===== src/rtl/button_ctrl_pkg.sv =====
// rtl/button_ctrl_pkg.sv - shared repeat-state enum, default parameters and width helper
package button_ctrl_pkg;

    typedef enum logic [1:0] {
        IDLE   = 2'd0,
        DELAY  = 2'd1,
        REPEAT = 2'd2
    } rpt_state_t;

    localparam int DEF_N_BTN       = 4;
    localparam int DEF_CLK_DIV     = 50000;
    localparam int DEF_STABLE_CNT  = 5;
    localparam int DEF_REPEAT_DLY  = 50;
    localparam int DEF_REPEAT_RATE = 10;

    function automatic int cnt_width(input int max_val);
        return $clog2(max_val) + 1;
    endfunction

endpackage


===== src/rtl/btn_channel.sv =====
// rtl/btn_channel.sv - per-button debounce, edge pulses and autorepeat FSM
module btn_channel
    import button_ctrl_pkg::*;
#(
    parameter int STABLE_CNT  = DEF_STABLE_CNT,
    parameter int REPEAT_DLY  = DEF_REPEAT_DLY,
    parameter int REPEAT_RATE = DEF_REPEAT_RATE
) (
    input  logic clk,
    input  logic rst_n,
    input  logic tick,
    input  logic sample,
    output logic held,
    output logic press,
    output logic released,
    output logic rpt
);

    localparam int RMAX = (REPEAT_DLY > REPEAT_RATE) ? REPEAT_DLY : REPEAT_RATE;
    localparam int DW   = cnt_width(STABLE_CNT);
    localparam int RW   = cnt_width(RMAX);

    localparam logic [DW-1:0] STABLE_V = DW'(STABLE_CNT);
    localparam logic [RW-1:0] DLY_V    = RW'(REPEAT_DLY);
    localparam logic [RW-1:0] RATE_V   = RW'(REPEAT_RATE);

    logic [DW-1:0] db_cnt;
    logic [RW-1:0] rcnt;
    rpt_state_t    state;

    logic [DW-1:0] db_next;
    logic [RW-1:0] r_next;
    logic          flip;

    assign db_next = db_cnt + DW'(1);
    assign r_next  = rcnt + RW'(1);
    assign flip    = (sample != held) && (db_next == STABLE_V);

    // A held edge on this tick overrides any repeat expiry due on the same tick.
    always_ff @(posedge clk or negedge rst_n) begin
        if (!rst_n) begin
            db_cnt   <= '0;
            held     <= 1'b0;
            press    <= 1'b0;
            released <= 1'b0;
            rpt      <= 1'b0;
            rcnt     <= '0;
            state    <= IDLE;
        end else begin
            press    <= 1'b0;
            released <= 1'b0;
            rpt      <= 1'b0;
            if (tick) begin
                if (sample != held) begin
                    if (flip) begin
                        held     <= sample;
                        db_cnt   <= '0;
                        press    <= sample;
                        released <= ~sample;
                    end else begin
                        db_cnt <= db_next;
                    end
                end else begin
                    db_cnt <= '0;
                end

                if (flip && !sample) begin
                    state <= IDLE;
                    rcnt  <= '0;
                end else if (flip && sample) begin
                    state <= DELAY;
                    rcnt  <= '0;
                end else begin
                    case (state)
                        DELAY: begin
                            if (r_next == DLY_V) begin
                                rpt   <= 1'b1;
                                rcnt  <= '0;
                                state <= REPEAT;
                            end else begin
                                rcnt <= r_next;
                            end
                        end
                        REPEAT: begin
                            if (r_next == RATE_V) begin
                                rpt  <= 1'b1;
                                rcnt <= '0;
                            end else begin
                                rcnt <= r_next;
                            end
                        end
                        default: begin
                            state <= IDLE;
                            rcnt  <= '0;
                        end
                    endcase
                end
            end
        end
    end

endmodule


===== src/rtl/button_ctrl.sv =====
// rtl/button_ctrl.sv - button controller top: synchronizers, shared sample tick, channel array
module button_ctrl
    import button_ctrl_pkg::*;
#(
    parameter int N_BTN       = DEF_N_BTN,
    parameter int CLK_DIV     = DEF_CLK_DIV,
    parameter int STABLE_CNT  = DEF_STABLE_CNT,
    parameter int REPEAT_DLY  = DEF_REPEAT_DLY,
    parameter int REPEAT_RATE = DEF_REPEAT_RATE
) (
    input  logic             clk,
    input  logic             rst_n,
    input  logic [N_BTN-1:0] btn_in,
    input  logic             en,
    output logic             tick,
    output logic [N_BTN-1:0] held,
    output logic [N_BTN-1:0] press,
    output logic [N_BTN-1:0] released,
    output logic [N_BTN-1:0] rpt
);

    localparam int TW = cnt_width(CLK_DIV - 1);
    localparam logic [TW-1:0] TICK_LAST = TW'(CLK_DIV - 1);

    logic [N_BTN-1:0] sync1;
    logic [N_BTN-1:0] sync2;
    logic [TW-1:0]    div_cnt;

    // Synchronizers keep running while disabled so re-enable sees a settled level.
    always_ff @(posedge clk or negedge rst_n) begin
        if (!rst_n) begin
            sync1 <= '0;
            sync2 <= '0;
        end else begin
            sync1 <= btn_in;
            sync2 <= sync1;
        end
    end

    always_ff @(posedge clk or negedge rst_n) begin
        if (!rst_n) begin
            div_cnt <= '0;
        end else if (!en || div_cnt == TICK_LAST) begin
            div_cnt <= '0;
        end else begin
            div_cnt <= div_cnt + TW'(1);
        end
    end

    assign tick = en && (div_cnt == TICK_LAST);

    for (genvar i = 0; i < N_BTN; i++) begin : g_ch
        btn_channel #(
            .STABLE_CNT (STABLE_CNT),
            .REPEAT_DLY (REPEAT_DLY),
            .REPEAT_RATE(REPEAT_RATE)
        ) u_ch (
            .clk     (clk),
            .rst_n   (rst_n),
            .tick    (tick),
            .sample  (sync2[i]),
            .held    (held[i]),
            .press   (press[i]),
            .released(released[i]),
            .rpt     (rpt[i])
        );
    end

endmodule


===== config.mk =====
export PLATFORM = sky130hd
export DESIGN_NAME = button_ctrl
export DESIGN_NICKNAME = d
export VERILOG_FILES = /design/src/rtl/button_ctrl_pkg.sv /design/src/rtl/btn_channel.sv /design/src/rtl/button_ctrl.sv
export SDC_FILE = /design/constraint.sdc
export NUM_CORES = 1
export LEC_CHECK = 0
export ABC_AREA = 1
export CAP_MARGIN = 0
export CORE_UTILIZATION = 55
export DETAILED_ROUTE_END_ITERATION = 10
export DONT_BUFFER_PORTS = 1
export PLACE_DENSITY = 0.81
export SLEW_MARGIN = 5
export SYNTH_ARGS = -nofsm -noshare
export SYNTH_HDL_FRONTEND = slang
export SYNTH_HIERARCHICAL = 1
export SYNTH_SLANG_ARGS = --single-unit

===== constraint.sdc =====
create_clock -name clk -period 4.9 [get_ports clk]
set_clock_uncertainty 0.15 [all_clocks]
set_input_delay 0.98 -clock clk [delete_from_list [all_inputs] [get_ports clk]]
set_output_delay 0.98 -clock clk [all_outputs]
set_load 0.02 [all_outputs]

# After elaboration in Yosys (flattened, before gate mapping)
# Cells that the tools add are included.
dict set report totals {
  regBits 93
  in_bits 7
}
dict set report op_classes {
  n_addsub 9
  reduce_logical 27
  bitwise 4
  muxes 93
  n_eq_ne 33
}
# operator count
set ops {}
lappend ops {{$mux 7} 16}
lappend ops {{$pmux 7 s2} 4}
lappend ops {{$mux 1} 44}
lappend ops {{$mux 4} 8}
lappend ops {{$add 7x1->7 const B} 4}
lappend ops {{$eq 7x4->1 const B} 4}
lappend ops {{$eq 7x6->1 const B} 4}
lappend ops {{$mux 2} 12}
lappend ops {{$reduce_and 3->1} 8}
lappend ops {{$add 17x1->17 const B} 1}
lappend ops {{$eq 17x16->1 const B} 1}
lappend ops {{$mux 17} 1}
lappend ops {{$add 4x1->4 const B} 4}
lappend ops {{$eq 4x3->1 const B} 4}
lappend ops {{$ne 4x1->1 const B} 4}
lappend ops {{$pmux 2 s2} 4}
lappend ops {{$logic_and 1x1->1} 13}
lappend ops {{$ne 3x1->1 const B} 4}
lappend ops {{$eq 2x1->1 const B} 4}
lappend ops {{$eq 2x2->1 const B} 4}
lappend ops {{$pmux 1 s2} 4}
lappend ops {{$logic_not 1->1} 5}
lappend ops {{$ne 1x1->1} 4}
lappend ops {{$not 1->1} 4}
lappend ops {{$logic_or 1x1->1} 1}

# Depth between registers and ports, before layout
dict set report depth {
  word_depth 7
  depth_mapped 12
  depth_no_buf 11
}

# Cells and area by module
# The synthesis kept the hierarchy.
# module seq_area_each_um2 area_each_um2 instances cells_each
set by_module_without_submodules {}
lappend by_module_without_submodules {{btn_channel at g_ch[0].u_ch ...} 425.4 1032.2 3 125}
lappend by_module_without_submodules {button_ctrl 625.6 1192.4 1 135}
lappend by_module_without_submodules {{btn_channel at g_ch[1].u_ch} 425.4 1007.2 1 126}

# Worst setup path after synthesis
# OpenSTA, ideal clock, no wires.
dict set report synth_timing {
  path_type {input port to flip-flop}
  start {in en}
  end {reg g_ch[1].u_ch.rcnt[3]}
  slack_ps 2340
  arrival_time_ps 2345
  stages 7
  n_path_buf 1
  required_ps 4685
  path_cell_list {inv_1 nor2_1 buf_2 clkinv_1 nor3_4 nand3_1 nand2_1}
}
dict set report synth_via {
  elab_chain_cells 1
}
# item line_no
set synth_lines {}
lappend synth_lines {{from (decl)} button_ctrl.sv:14} ;# input logic en,
lappend synth_lines {{$logic_and 1x1->1} button_ctrl.sv:50} ;# assign tick = en && (div_cnt == TICK_LAST);
lappend synth_lines {{named net tick} button_ctrl.sv:15} ;# output logic tick,
lappend synth_lines {{to (signal assigned)} btn_channel.sv:81} ;# rcnt <= r_next;
lappend synth_lines {{to (signal assigned)} btn_channel.sv:89} ;# rcnt <= r_next;
lappend synth_lines {{to (decl)} btn_channel.sv:28} ;# logic [RW-1:0] rcnt;
# The timed path passes the listed nets, and every way through them passes these cells.
# A chain may end at the register's enable or synchronous reset.

# Final worst setup path
dict set report layout_timing {
  start {reg div_cnt[0]}
  end {out tick}
}
dict set report layout_via {
  elab_chain_cells 2
}
# item line_no
set layout_lines {}
lappend layout_lines {{from (decl)} button_ctrl.sv:27} ;# logic [TW-1:0] div_cnt;
lappend layout_lines {{from (signal assigned)} button_ctrl.sv:46} ;# div_cnt <= div_cnt + TW'(1);
lappend layout_lines {{$eq 17x16->1} button_ctrl.sv:50}
lappend layout_lines {{$logic_and 1x1->1} button_ctrl.sv:50}
lappend layout_lines {{to (decl)} button_ctrl.sv:15}
# Every way passes these cells.

==> flow_metrics.py <==
metrics = {
    "status": {
        "status": "finished clean",
    },
    "routing": {
        "drc": 0,
        "firstDrtPassIters": 5,
        "drt_iter0_markers": 222,
        "route.antenna.remaining_nets": 0,
        "wire_per_inst_um": 12.8,
        "wirelength_mm": 9.89,
        "via_count": 4061,
        "avgViaCountPerCell": 5.26,
    },
    "clock_network": {
        "htreeDepth": 3,
        "insertion_delay_ns": 0.34,
        "postCtsSetupBuffers": 0,
        "clkSlewWorstSetupHoldPaths_ns": 0.09,
        "postCtsHoldBufs": 0,
        "cts-resized-gates": 0,
        "cts_root_buffer": "clkbuf_8",
        "clock_path_buffers": 2,
        "cts_tree": "built",
        "cts_buffers": 9,
        "clock_sinks": 93,
    },
    "synthesis": {
        "synth_top_family_by_area": "simple AND/OR/NAND/NOR gates",
        "synth_common_cells": "nand2_1 (164), dfrtp_1 (93), nor2_1 (64), inv_1 (62), nand3_1 (36)",
        "ys_types": 30,
        "synth_adder_area_share": 0.0591,
        "netlist_instances": 636,
        "yosysMostFrequentCell": "nand2_1",
        "ys_seq_elements": 93,
        "synthSimpleGateAreaFrac": 0.340,
        "synth_xor_xnor_area_share": 0.0513,
        "ys_seq_area_frac": 0.439,
        "synth-edff-count": 0,
        "netlist_area_sq_um": 5300,
        "synthArstFlopShare": 1.00,
        "synth_nets": 668,
        "yosysWarnings": 6,
        "synthMuxAreaShare": 0,
        "ys.flop_type": "dfrtp_1",
        "syn_avg_cell_area_sq_um": 8.33,
        "synth_top_area_share": 0.439,
        "yosysTopAreaCell": "dfrtp_1",
        "synthTopCellsByArea": "dfrtp_1 (44%), nand2_1 (12%), ha_1 (5.9%)",
        "synth_compound_area_frac": 0.0484,
    },
    "worst_setup_path": {
        "r2r_end": "g_ch[1].u_ch/rcnt[3]$_DFFE_PN0P_",
        "crit_type": "reg -> out",
        "cp-end-kind": "output port",
        "ff2ff_path_depth": 9,
        "start_kind": "flip-flop",
        "cp.required_ns": 3.77,
        "path_max_fanout": 30,
        "timing.rr.start": "div_cnt[0]$_DFF_PN0_",
        "reg2reg_slack_ns": 1.86,
        "arrival_ns": 2.06,
    },
    "global_route": {
        "antenna_found_initial": 0,
        "grt_pass1_wl_mm": 17.3,
        "grt_max_degree": 94,
        "overflow": 0,
        "first_global_vias": 3958,
        "grt.total_usage": 0.214,
    },
    "floorplan": {
        "die_w_um": 100,
        "initial_core_util": 0.570,
        "die_area_sq_um": 10000,
        "core_sq_um": 9280,
        "placementRows": 35,
        "die_h_um": 100,
        "pin_count": 24,
    },
    "run": {
        "drv_cap": 0,
    },
    "cells_and_area": {
        "drive_gt1_frac": 0.146,
        "area_delta_synth_final_pct": 6.35,
        "final_area_sq_um": 5630,
        "n_fill_cell": 779,
        "antenna_cells": 0,
        "nets": 672,
    },
    "placed_design": {
        "place_area_sq_um": 5420,
        "place.gp.congestion": 0.874,
        "hpwl_mm": 7.27,
        "post-place-ws_ns": 1.93,
        "port_buffers": 0,
    },
    "sta": {
        "min_period_ns": 3.19,
        "hold_violations": 0,
        "tns_ns": 0,
        "setup_violations": 0,
        "slew_viol_final": 0,
        "worstMarginPinSlew_ns": 0.903,
        "max_freq_ghz": 0.314,
        "finalCritPeriodShare": 0.651,
        "hold_ws_ns": 0.172,
        "grt_setup_unrepaired": "no",
        "slew_headroom": 0.397,
        "timing.final.ws_setup_ns": 1.71,
    },
    "pwr": {
        "power_leakage_nw": 2.56,
        "power_density_nw_per_um2": 247,
        "peakVddDrop_uv": 110,
    },
    "min_path": {
        "hp-class": "in -> async",
    },
}
[flip-flops by register name, indices dropped and copies added (netlist names)]
| name | count |
|---|---|
| sync1 | 4 |
| g_ch.u_ch/held | 4 |
| g_ch.u_ch/rpt | 4 |
| sync2 | 4 |
| div_cnt | 17 |
| g_ch.u_ch/press | 4 |
| g_ch.u_ch/state | 8 |
| g_ch.u_ch/released | 4 |
| g_ch.u_ch/db_cnt | 16 |
| g_ch.u_ch/rcnt | 28 |
[per-layer routing]
| metal | GRT usage | share of wire |
|---|---|---|
| met5 | 0 | 0 |
| met4 | 0.0780 | 0.020 |
| met3 | 0.0432 | 0.034 |
| met2 | 0.364 | 0.49 |
| met1 | 0.270 | 0.45 |
[critical path, stage by stage, from the launching register on]
cell	delay, ns
dfrtp_1	0.40
ha_1	0.23
nand2_2	0.08
nor2_4	0.15
nand3_2	0.15
nor2_4	0.71
[layout make-up]
class                   count  area (sq um)  share of cell area
clock buffers              10           138              0.0244
clock inverters             4          73.8              0.0131
inverters                  74           278              0.0493
multi-input cells         461          2650               0.470
flip-flops and latches     93          2330               0.413
well taps                 129           161              0.0287
repair buffers              1          7.51             0.00133
[logic make-up after synthesis]
kind of cell	Yosys count
XOR/XNOR	31
flip-flops	93
AND/OR/NAND/NOR	362
buffers and inverters	82
adder cells (fa/ha/maj)	25
AO/OA/AOI/OAI	43
[report_power, final]
group          leakage [nW]  total, mW  switching (mW)  internal [mW]
Sequential             1.23      0.794          0.0132          0.781
Combinational          1.22     0.0532          0.0339         0.0193
Clock                 0.108      0.545           0.249          0.296
Total                  2.56       1.39           0.296           1.10
[placed cells by master (no fill, tap or decap), drive strengths merged]
cell,n
buf,1
a32o,1
clkinv,3
nand2,190
o21bai,6
nor2,83
nor3,11
clkbuf,10
nand3,51
nand4,14
xnor2,17
bufinv,2
ha,25
o21ai,29
dfrtp,93
o41ai,3
xor2,14
o21a,4
inv,73
nand3b,13
[per-stage QoR]
step	utilization	power, mW	cells
6_report	0.607	1.39	772
5_1_grt	0.607	1.46	772
4_1_cts	0.607	1.41	772
3_5_place_dp	0.584	0.862	758
3_3_place_gp	0.584	0.859	758
2_1_floorplan	-	0.852	636
[worst max-delay path by stage]
stage,slack (ns),from,to,cells past startpoint
final,1.71,div_cnt[0]$_DFF_PN0_,tick,5
after global routing,1.56,div_cnt[11]$_DFF_PN0_,tick,5
after CTS,1.72,div_cnt[0]$_DFF_PN0_,tick,5
after detailed placement,1.93,en,g_ch[1].u_ch/rcnt[3]$_DFFE_PN0P_,6
after global placement,2.00,en,g_ch[1].u_ch/rcnt[3]$_DFFE_PN0P_,6
after floorplan,2.34,en,g_ch[1].u_ch/rcnt[3]$_DFFE_PN0P_,7
No activity file was read; power rests on OpenSTA's default activity.
